`src/rtl/smem_pkg.sv`:
```
`default_nettype none
// +----------------------------------------------------------------------+
// | Package : smem_pkg                                                   |
// | Shared widths, FSM state encoding and request-entry layout for the   |
// | BWT occurrence responder.                                            |
// | Revision: 1.0                                                        |
// +----------------------------------------------------------------------+
package smem_pkg;

  localparam int DEF_ADDR_W = 42;
  localparam int DEF_LINE_W = 512;
  localparam int DEF_TAG_W  = 16;

  localparam logic [2:0] C_ST_IDLE    = 3'd0;
  localparam logic [2:0] C_ST_ISSUE_K = 3'd1;
  localparam logic [2:0] C_ST_ISSUE_L = 3'd2;
  localparam logic [2:0] C_ST_WAIT    = 3'd3;
  localparam logic [2:0] C_ST_OUT     = 3'd4;

  typedef enum logic [2:0] {
    IDLE    = C_ST_IDLE,
    ISSUE_K = C_ST_ISSUE_K,
    ISSUE_L = C_ST_ISSUE_L,
    WAIT    = C_ST_WAIT,
    OUT     = C_ST_OUT
  } occ_state_e;

  typedef struct packed {
    logic [DEF_ADDR_W-1:0] addr_k;
    logic [DEF_ADDR_W-1:0] addr_l;
    logic [DEF_TAG_W-1:0]  tag;
  } occ_req_t;

  localparam logic [1:0] C_RCNT_SINGLE = 2'd1;
  localparam logic [1:0] C_RCNT_PAIR   = 2'd2;

  // Response counter step that never runs past the number of lines expected.
  function automatic logic [1:0] rcnt_inc(input logic [1:0] cnt, input logic [1:0] lim);
    return (cnt >= lim) ? lim : cnt + 2'd1;
  endfunction

endpackage
`default_nettype wire

```
`src/rtl/occ_req_fifo.sv`:
```
`default_nettype none
// +----------------------------------------------------------------------+
// | Module  : occ_req_fifo                                               |
// | Synchronous request FIFO, async active-low reset, no bypass path.    |
// | Revision: 1.0                                                        |
// +----------------------------------------------------------------------+
module occ_req_fifo #(
  parameter int DEPTH = 4,
  parameter int WIDTH = 100
) (
  input  logic             clk,
  input  logic             rst,
  input  logic             i_push,
  input  logic [WIDTH-1:0] i_push_data,
  input  logic             i_pop,
  output logic             o_full,
  output logic             o_empty,
  output logic [WIDTH-1:0] o_head
);

  localparam int C_PTR_W = $clog2(DEPTH);

  logic [C_PTR_W:0]   r_wr_ptr;
  logic [C_PTR_W:0]   r_rd_ptr;
  logic [WIDTH-1:0]   r_mem [DEPTH];
  logic               w_push_en;
  logic               w_pop_en;

  // A full FIFO still takes a push when the head leaves in the same cycle.
  assign w_push_en = i_push && (!o_full || i_pop);
  assign w_pop_en  = i_pop && !o_empty;

  assign o_empty = (r_wr_ptr == r_rd_ptr);
  assign o_full  = (r_wr_ptr[C_PTR_W] != r_rd_ptr[C_PTR_W]) &&
                   (r_wr_ptr[C_PTR_W-1:0] == r_rd_ptr[C_PTR_W-1:0]);
  assign o_head  = r_mem[r_rd_ptr[C_PTR_W-1:0]];

  always_ff @(posedge clk or negedge rst) begin
    if (!rst) begin
      r_wr_ptr <= '0;
      r_rd_ptr <= '0;
    end else begin
      if (w_push_en) r_wr_ptr <= r_wr_ptr + 1'b1;
      if (w_pop_en)  r_rd_ptr <= r_rd_ptr + 1'b1;
    end
  end

  always_ff @(posedge clk) begin
    if (w_push_en) r_mem[r_wr_ptr[C_PTR_W-1:0]] <= i_push_data;
  end

endmodule
`default_nettype wire

```
`src/rtl/bwt_occ_responder.sv`:
```
`default_nettype none
// +----------------------------------------------------------------------+
// | Module  : bwt_occ_responder                                          |
// | Fetches the k/l occurrence lines of a buffered request through one   |
// | in-order read port and returns them paired with the request tag.     |
// | Option  : SMEM_OCC_SAME_LINE_DEDUP_EN - single fetch when k == l.    |
// | Revision: 1.0                                                        |
// +----------------------------------------------------------------------+
module bwt_occ_responder
  import smem_pkg::*;
#(
  parameter int ADDR_W = DEF_ADDR_W,
  parameter int LINE_W = DEF_LINE_W,
  parameter int TAG_W  = DEF_TAG_W,
  parameter int DEPTH  = 4
) (
  input  logic              clk,
  input  logic              rst,
  input  logic              req_valid,
  output logic              req_ready,
  input  logic [ADDR_W-1:0] req_addr_k,
  input  logic [ADDR_W-1:0] req_addr_l,
  input  logic [TAG_W-1:0]  req_tag,
  output logic              mem_rd_valid,
  output logic [ADDR_W-1:0] mem_rd_addr,
  input  logic              mem_rd_ready,
  input  logic              mem_rsp_valid,
  input  logic [LINE_W-1:0] mem_rsp_data,
  output logic              rsp_valid,
  input  logic              rsp_ready,
  output logic [LINE_W-1:0] rsp_data_k,
  output logic [LINE_W-1:0] rsp_data_l,
  output logic [TAG_W-1:0]  rsp_tag,
  output logic              err_unexp
);

  localparam int C_ENTRY_W = 2 * ADDR_W + TAG_W;

  occ_state_e          r_state;
  logic                r_live;
  logic [ADDR_W-1:0]   r_addr_k;
  logic [ADDR_W-1:0]   r_addr_l;
  logic [TAG_W-1:0]    r_tag;
  logic [1:0]          r_rcnt;
  logic                r_mem_rd_valid;
  logic [ADDR_W-1:0]   r_mem_rd_addr;
  logic                r_rsp_valid;
  logic [LINE_W-1:0]   r_data_k;
  logic [LINE_W-1:0]   r_data_l;
  logic                r_err_unexp;

  logic                w_fifo_full;
  logic                w_fifo_empty;
  logic                w_push;
  logic                w_pop;
  logic [C_ENTRY_W-1:0] w_push_entry;
  logic [C_ENTRY_W-1:0] w_head;
  logic [ADDR_W-1:0]   w_head_k;
  logic [ADDR_W-1:0]   w_head_l;
  logic [TAG_W-1:0]    w_head_tag;
  logic                w_dedup;
  logic [1:0]          w_needed;
  logic                w_rsp_open;
  logic                w_rsp_acc;
  logic [1:0]          w_rcnt_nxt;

  // r_live holds req_ready low through reset and the first cycle after it.
  assign req_ready    = r_live && !w_fifo_full;
  assign w_push       = req_valid && req_ready;
  assign w_pop        = (r_state == IDLE) && !w_fifo_empty;
  assign w_push_entry = {req_addr_k, req_addr_l, req_tag};

  assign w_head_k   = w_head[C_ENTRY_W-1 -: ADDR_W];
  assign w_head_l   = w_head[TAG_W +: ADDR_W];
  assign w_head_tag = w_head[TAG_W-1:0];

`ifdef SMEM_OCC_SAME_LINE_DEDUP_EN
  assign w_dedup = (r_addr_k == r_addr_l);
`else
  assign w_dedup = 1'b0;
`endif

  assign w_needed = w_dedup ? C_RCNT_SINGLE : C_RCNT_PAIR;

  // The k line may land while the l command is still stalled in ISSUE_L.
  assign w_rsp_open = ((r_state == ISSUE_L) || (r_state == WAIT)) && (r_rcnt < w_needed);
  assign w_rsp_acc  = mem_rsp_valid && w_rsp_open;
  assign w_rcnt_nxt = w_rsp_acc ? rcnt_inc(r_rcnt, w_needed) : r_rcnt;

  occ_req_fifo #(
    .DEPTH (DEPTH),
    .WIDTH (C_ENTRY_W)
  ) u_fifo (
    .clk         (clk),
    .rst         (rst),
    .i_push      (w_push),
    .i_push_data (w_push_entry),
    .i_pop       (w_pop),
    .o_full      (w_fifo_full),
    .o_empty     (w_fifo_empty),
    .o_head      (w_head)
  );

  always_ff @(posedge clk or negedge rst) begin
    if (!rst) begin
      r_state        <= IDLE;
      r_live         <= 1'b0;
      r_addr_k       <= '0;
      r_addr_l       <= '0;
      r_tag          <= '0;
      r_rcnt         <= '0;
      r_mem_rd_valid <= 1'b0;
      r_mem_rd_addr  <= '0;
      r_rsp_valid    <= 1'b0;
    end else begin
      r_live <= 1'b1;
      r_rcnt <= w_rcnt_nxt;
      case (r_state)
        IDLE: begin
          if (!w_fifo_empty) begin
            r_addr_k       <= w_head_k;
            r_addr_l       <= w_head_l;
            r_tag          <= w_head_tag;
            r_rcnt         <= '0;
            r_mem_rd_valid <= 1'b1;
            r_mem_rd_addr  <= w_head_k;
            r_state        <= ISSUE_K;
          end
        end
        ISSUE_K: begin
          if (mem_rd_ready) begin
            if (w_dedup) begin
              r_mem_rd_valid <= 1'b0;
              r_state        <= WAIT;
            end else begin
              r_mem_rd_addr <= r_addr_l;
              r_state       <= ISSUE_L;
            end
          end
        end
        ISSUE_L: begin
          if (mem_rd_ready) begin
            r_mem_rd_valid <= 1'b0;
            r_state        <= WAIT;
          end
        end
        WAIT: begin
          // Count the response landing this cycle so the pair leaves one cycle earlier.
          if (w_rcnt_nxt == w_needed) begin
            r_rsp_valid <= 1'b1;
            r_state     <= OUT;
          end
        end
        OUT: begin
          if (rsp_ready) begin
            r_rsp_valid <= 1'b0;
            r_state     <= IDLE;
          end
        end
        default: begin
          r_mem_rd_valid <= 1'b0;
          r_rsp_valid    <= 1'b0;
          r_state        <= IDLE;
        end
      endcase
    end
  end

  always_ff @(posedge clk or negedge rst) begin
    if (!rst) begin
      r_data_k    <= '0;
      r_data_l    <= '0;
      r_err_unexp <= 1'b0;
    end else begin
      if (w_rsp_acc) begin
        if (r_rcnt == 2'd0) begin
          r_data_k <= mem_rsp_data;
          if (w_dedup) r_data_l <= mem_rsp_data;
        end else begin
          r_data_l <= mem_rsp_data;
        end
      end
      if (mem_rsp_valid && !w_rsp_acc) r_err_unexp <= 1'b1;
    end
  end

  assign mem_rd_valid = r_mem_rd_valid;
  assign mem_rd_addr  = r_mem_rd_addr;
  assign rsp_valid    = r_rsp_valid;
  assign rsp_data_k   = r_data_k;
  assign rsp_data_l   = r_data_l;
  assign rsp_tag      = r_tag;
  assign err_unexp    = r_err_unexp;

endmodule
`default_nettype wire

```
`config.mk`:
```
export PLATFORM = sky130hd
export DESIGN_NAME = bwt_occ_responder
export DESIGN_NICKNAME = d
export VERILOG_FILES = /design/src/rtl/smem_pkg.sv /design/src/rtl/occ_req_fifo.sv /design/src/rtl/bwt_occ_responder.sv
export SDC_FILE = /design/constraint.sdc
export NUM_CORES = 2
export LEC_CHECK = 0
export BUFFER_PORTS_ARGS = -buffer_cell sky130_fd_sc_hd__buf_2
export CORE_AREA = 2 2 668 670
export DETAILED_ROUTE_END_ITERATION = 12
export DIE_AREA = 0 0 670 672
export GPL_TIMING_DRIVEN = 0
export HOLD_SLACK_MARGIN = 0.02
export SLEW_MARGIN = 30
export SYNTH_ARGS = -nofsm -noshare
export SYNTH_HDL_FRONTEND = slang
export SYNTH_SLANG_ARGS = --single-unit
```
`constraint.sdc`:
```
create_clock -name clk -period 4.4 [get_ports clk]
set_clock_uncertainty 0.2 [all_clocks]
set_input_delay 0.22 -clock clk [delete_from_list [all_inputs] [get_ports clk]]
set_output_delay 0.22 -clock clk [all_outputs]
set_load 0.05 [all_outputs]
```
# Word-level counts from Yosys, hierarchy flattened

Memories as Yosys holds them, arrays and structs flattened.
Index checks and enable logic that the tools add are counted.

Register bits after elaboration: 1139
RAM bits: 400
Bits of input ports: 618
Output and inout port bits: 1086
Word-level logic and storage cells: 83
Memories kept: 1

Memories:

| name         | depth | bits a word | read ports | clocked after Yosys merged registers in | write ports | RTL line           | RTL |
|---|---|---|---|---|---|---|---|
| u_fifo.r_mem | 4     | 100         | 1          | 0                                       | 1           | occ_req_fifo.sv:25 | `logic [WIDTH-1:0] r_mem [DEPTH];` |

Add/subtract/negate cells: 3
$lt $le $gt $ge: 2
Eq/ne operators: 13
Multiplexer cells: 21
Bitwise logic cells: 4
Reductions and logical operators: 26

Operator list:

| cell                                           | number |
|---|---|
| two-way mux 42 bit                             | 2 |
| case mux 42 bit (2 select lines)               | 1 |
| two-way mux 3 bit                              | 5 |
| case mux 3 bit (5 select lines)                | 1 |
| logical AND 1 bit                              | 9 |
| AND reduction 3 bit                            | 3 |
| two-way mux 2 bit                              | 4 |
| inequality test 2 bit (second input constant)  | 4 |
| adder 3 x 1 -> 3 bit (second input constant)   | 2 |
| == test 3 x 2 -> 1 bit (second input constant) | 2 |
| two-way mux 1 bit                              | 6 |
| case mux 1 bit (3 select lines)                | 2 |
| AND reduction 2 bit                            | 3 |
| OR reduction 3 bit                             | 2 |
| AND reduction 5 bit                            | 1 |
| NOT 1 bit                                      | 4 |
| == test 3 x 1 -> 1 bit (second input constant) | 1 |
| == test 3 bit                                  | 1 |
| == test 3 bit (second input constant)          | 1 |
| logical NOT 1 bit                              | 3 |
| logical NOT 3 bit                              | 1 |
| adder 2 x 1 -> 2 bit (second input constant)   | 1 |
| == test 2 bit                                  | 1 |
| == test 2 bit (second input constant)          | 1 |
| 7 further kinds                                | 8 |

# Longest topological paths before layout

Depth in word-level cells: 8
Gate-level depth with buffers: 8

# Hierarchy

Synthesis repeated with hierarchy kept, for this count alone.

Cells, all modules: 3038
Area, all modules: 57650.3 um^2

Modules (own cells, without submodules):

| module            | times used | cells an instance | area an instance (um^2) | sequential area each (um^2) |
|---|---|---|---|---|
| bwt_occ_responder | 1          | 2469              | 42821.1                 | 28352.2 |
| occ_req_fifo      | 1          | 569               | 14829.2                 | 12161.7 |

# Least setup slack after synthesis

Ideal clock, no wire load.

Path kind: register to register
Start: reg u_fifo.r_rd_ptr[2]
End: mem u_fifo.r_mem[1][0] (enable)
Setup time: 0.471 ns
Arrival: 3.878 ns
Required time: 3.729 ns
Slack: -0.149 ns
Stages on the path, launching flop included: 5
Path buffers: 0
Cells stage by stage: dfrtp_1 > xnor2_1 > nand3b_1 > and2_1 > and3_1

Longest elaborated chain between the ends: 8
Elaborated cells on any way between the ends: 12

RTL lines:

| what                                    | RTL line                | RTL |
|---|---|---|
| start, declared                         | occ_req_fifo.sv:24      | `logic [C_PTR_W:0] r_rd_ptr;` |
| start signal, assigned                  | occ_req_fifo.sv:44      | `if (w_pop_en) r_rd_ptr <= r_rd_ptr + 1'b1;` |
| inequality test 1 bit                   | occ_req_fifo.sv:34      | `assign o_full = (r_wr_ptr[C_PTR_W] != r_rd_ptr[C_PTR_W]) &&` |
| logical AND 1 bit                       | occ_req_fifo.sv:34      |  |
| logical NOT 1 bit                       | bwt_occ_responder.sv:68 | `assign req_ready = r_live && !w_fifo_full;` |
| logical AND 1 bit                       | bwt_occ_responder.sv:68 |  |
| named net req_ready                     | bwt_occ_responder.sv:20 | `output logic req_ready,` |
| logical AND 1 bit                       | bwt_occ_responder.sv:69 | `assign w_push = req_valid && req_ready;` |
| logical AND 1 bit                       | occ_req_fifo.sv:30      | `assign w_push_en = i_push && (!o_full \|\| i_pop);` |
| two-way mux 1 bit                       | occ_req_fifo.sv:49      | `if (w_push_en) r_mem[r_wr_ptr[C_PTR_W-1:0]] <= i_push_data;` |
| two-way mux 1 bit (implied by the code) | occ_req_fifo.sv:49      |  |
| end, declared                           | occ_req_fifo.sv:25      |  |

The timed path passes the listed nets, and every way through them passes these cells.

==> summary.md <==
| Metric | Value |
|---|---|
| Initial Util | `0.129` |
| Largest area contributor in the netlist | `dfrtp_1` |
| Syn Nets | `3,744` |
| Worst R2R Setup Slack | `about 1.2 ns` |
| Max stage delay cell, worst path | `dlygate4sd3_1` |
| Reg2Reg Depth | `7` |
| Finished Core Util | `0.206` |
| Die Ht | `672 um` |
| FFs w/ async S/R, synth | `0.740` |
| Max-cap violations | `0` |
| Synthesized area | `between 50,000 and 60,000 um2` |
| Clk slew on worst S/H paths | `0.05 ns` |
| Fmax | `313 MHz` |
| CP required | `5.13 ns` |
| Post-synth EDFFs | `400` |
| Die Span X | `roughly 670 um` |
| Max-slew violations | `0` |
| Worst r2r src | `u_fifo.r_rd_ptr[2]` |
| H-tree levels | `4` |
| Final wirelength | `386 mm` |
| DP Worst Slack | `1.30 ns` |
| Fin crit share | `0.727` |
| Post-layout instance area | `91,400 um2` |
| Top post-synthesis cells by area | `dfrtp_1 (50%), edfxtp_1 (21%), mux2_2 (20%), mux4_2 (3.9%), mux2_1 (1.2%)` |
| WL/cell | `about 31 um` |
| Layout cells sized above 1 | `0.523` |
| CP cell instances | `dlygate4sd3_1, dlygate4sd3_1, buf_12, buf_16, buf_16, buf_16, buf_16, buf_16` |
| Worst-skew pair later-pin latency | `0.92 ns` |
| Actual slew at the worst max-slew pin | `1.08 ns` |
| Critical setup path kind | `in2async` |
| Data arrival, critical path | `3.92 ns` |
| Syn avg cell area | `18.4 um2` |
| Syn. warnings | `0` |
| Final HPWL from detailed placement | `317 mm` |
| Cell Area, Placed | `74,000 um2` |
| Hold-critical path depth | `3` |
| Worst setup EP type | `async pin` |
| GRT overflow | `0` |
| Post_cts resized | `0` |
| First-pass GRT wire length | `483 mm` |
| Area share of the largest cell type after synthesis | `0.497` |
| Yosys cell types | `41` |
| CTS tree | `yes` |
| Gpl congestion | `around 1.1` |
| Sink Count | `1,539` |
| Pwr Density | `918 nW/um2` |
| # rows | `245` |
| RSZ-0062 raised after global routing | `no` |
| Worst Path Max Fanout | `115` |
| Number of iterations in the first detailed-routing pass | `7` |
| DRT iter0 DRCs | `~3.9k` |
| Nets | `approximately 6.8k` |
| DRT antenna net count | `0` |
| Setup violators final | `0` |
| Initial antenna violation count | `roughly 170` |
| RR Endpoint | `u_fifo.r_mem[0][38]` |
| CP max stage delay | `around 0.60 ns` |
| Total number of vias | `44.5k` |
| Part of the Yosys area used for sequential elements | `0.706` |
| GRT Util Overall | `0.165` |
| Final Hold Vio Count | `0` |
| Hold Path Class | `in2reg` |
| Crit start category | `primary input` |
| Residual DRC | `0` |
| I/O Buffers | `1,703` |
| Worst Hold Path EP | `rsp_data_l[6]` |
| Syn Inst Count | `around 3.1k` |
| FF+latch count, synth | `1,539` |
| Largest net degree at the start of global routing | `117` |
| Vias/cell | `3.62` |
| Rel. slew slack | `0.279` |
| Worst hold start | `mem_rsp_data[6]` |
| Outcome | `finished clean` |
| Fin crit period | `3.20 ns` |
| Worst vdd ir | `a little over 0.0004 V` |
| Vias in the first global route | `between 40k and 50k` |
| IO Pins | `1,704` |
| Clock buffer depth | `4` |
| Die area | `between 400,000 and 500,000 um2` |
| Setup ws final | `1.20 ns` |
| Num CTS Buffers | `185` |
| Cell mode on critical path | `buf_16` |
| CORE AREA | `444,000 um2` |
| CTS root buffer | `clkbuf_16` |
| Area Overhead vs Synth | `59.3%` |
| Final setup TNS | `0 ns` |
| Leak Pwr | `~39 nW` |
| Ys flop type | `dfrtp_1` |
==> per-layer routing <==
layer,global-route usage,part of all wire
met5,0.0111,0.0033
met4,0.0777,0.059
met3,0.104,0.15
met2,0.251,0.43
met1,0.178,0.35
==> Yosys cell counts, drive strengths merged, types with 5 or more instances <==
master	number
dfrtp	1139
mux2	1084
edfxtp	400
buf	144
mux4	100
nand2	91
a21oi	45
a31oi	43
clkbuf	22
xnor2	7
ha	5
inv	5
==> layout by cell type, fill, tap and decap left out, drive strengths merged, types with 3 or more instances in the layout <==
cell type / Yosys / routed
a21oi: 45 / 45
a31oi: 43 / 43
and3: 4 / 4
buf: 144 / 1871
bufinv: 0 / 11
clkbuf: 22 / 280
clkinv: 1 / 48
clkinvlp: 0 / 7
dfrtp: 1139 / 1139
diode: 0 / 77
dlygate4sd3: 0 / 1112
edfxtp: 400 / 400
ha: 5 / 5
inv: 5 / 17
mux2: 1084 / 1084
mux4: 100 / 100
nand2: 91 / 91
nand3: 3 / 3
o21ai: 4 / 4
xnor2: 7 / 7
==> metrics by stage <==
step	hold WS [ns]	total power [mW]	cells
floorplan	-0.276	50.2	3121
global placement	0.233	67.4	10752
detailed placement	-0.0884	67.7	10775
CTS	0.0202	84.7	12223
global route	0.0551	87.1	12260
finish	0.0940	83.9	12300
==> timing repair <==
item / 4_1_cts / 5_1_grt
endpoints found under the hold margin: 2270 / 0
setup buffers: 0 / 0
hold buffers: 1113 / 0
==> worst max-delay path: cells and delay by family <==
kind     cells  cell delay, ns
buf+inv      8            3.17
==> cells by family after synthesis <==
logic type,synth area share
xor+xnor,0.00122
fa+ha+maj,0.00109
flops,0.706
other cells,0.0000654
simple gates,0.00855
compound gates,0.0101
mux,0.252
buf+inv,0.0208
==> state kept, by name, indices dropped and copies added (netlist names) <==
signal           flops
err_unexp            1
mem_rd_addr         42
mem_rd_valid         1
r_addr_l            42
r_live               1
r_rcnt               2
r_state              3
rsp_data_k         512
rsp_data_l         512
rsp_tag             16
rsp_valid            1
u_fifo.r_mem       400
u_fifo.r_rd_ptr      3
u_fifo.r_wr_ptr      3
==> how the worst max path moves through the flow <==
stage | from | to | cells after the start
6_report | rst | rsp_data_k[176] | 8
5_1_grt | rst | rsp_data_k[173] | 8
4_1_cts | u_fifo.r_rd_ptr[2] | u_fifo.r_mem[0][38] | 7
3_5_place_dp | u_fifo.r_rd_ptr[2] | u_fifo.r_mem[0][86] | 7
3_3_place_gp | rst | rsp_data_l[184] | 1
2_1_floorplan | u_fifo.r_rd_ptr[2] | u_fifo.r_mem[3][0] | 4
==> area by class of cell <==
| cell class | instances | area, um2 |
|---|---|---|
| Antenna cell | 77 | 193 |
| Buffer | 166 | 1180 |
| Clock buffer | 258 | 5230 |
| Clock inverter | 77 | 887 |
| Fill cell | 47289 | 352000 |
| Inverter | 6 | 30.0 |
| Multi-Input combinational cell | 1410 | 15700 |
| Sequential cell | 1539 | 40500 |
| Tap cell | 5928 | 7420 |
| Timing Repair Buffer | 2839 | 20300 |
==> report_power, final <==
group          internal [mW]  switching (mW)
Sequential              20.5            2.79
Combinational           11.0            33.9
Clock                   9.00            6.77
Note: power is estimated with default switching activity, not from simulation.
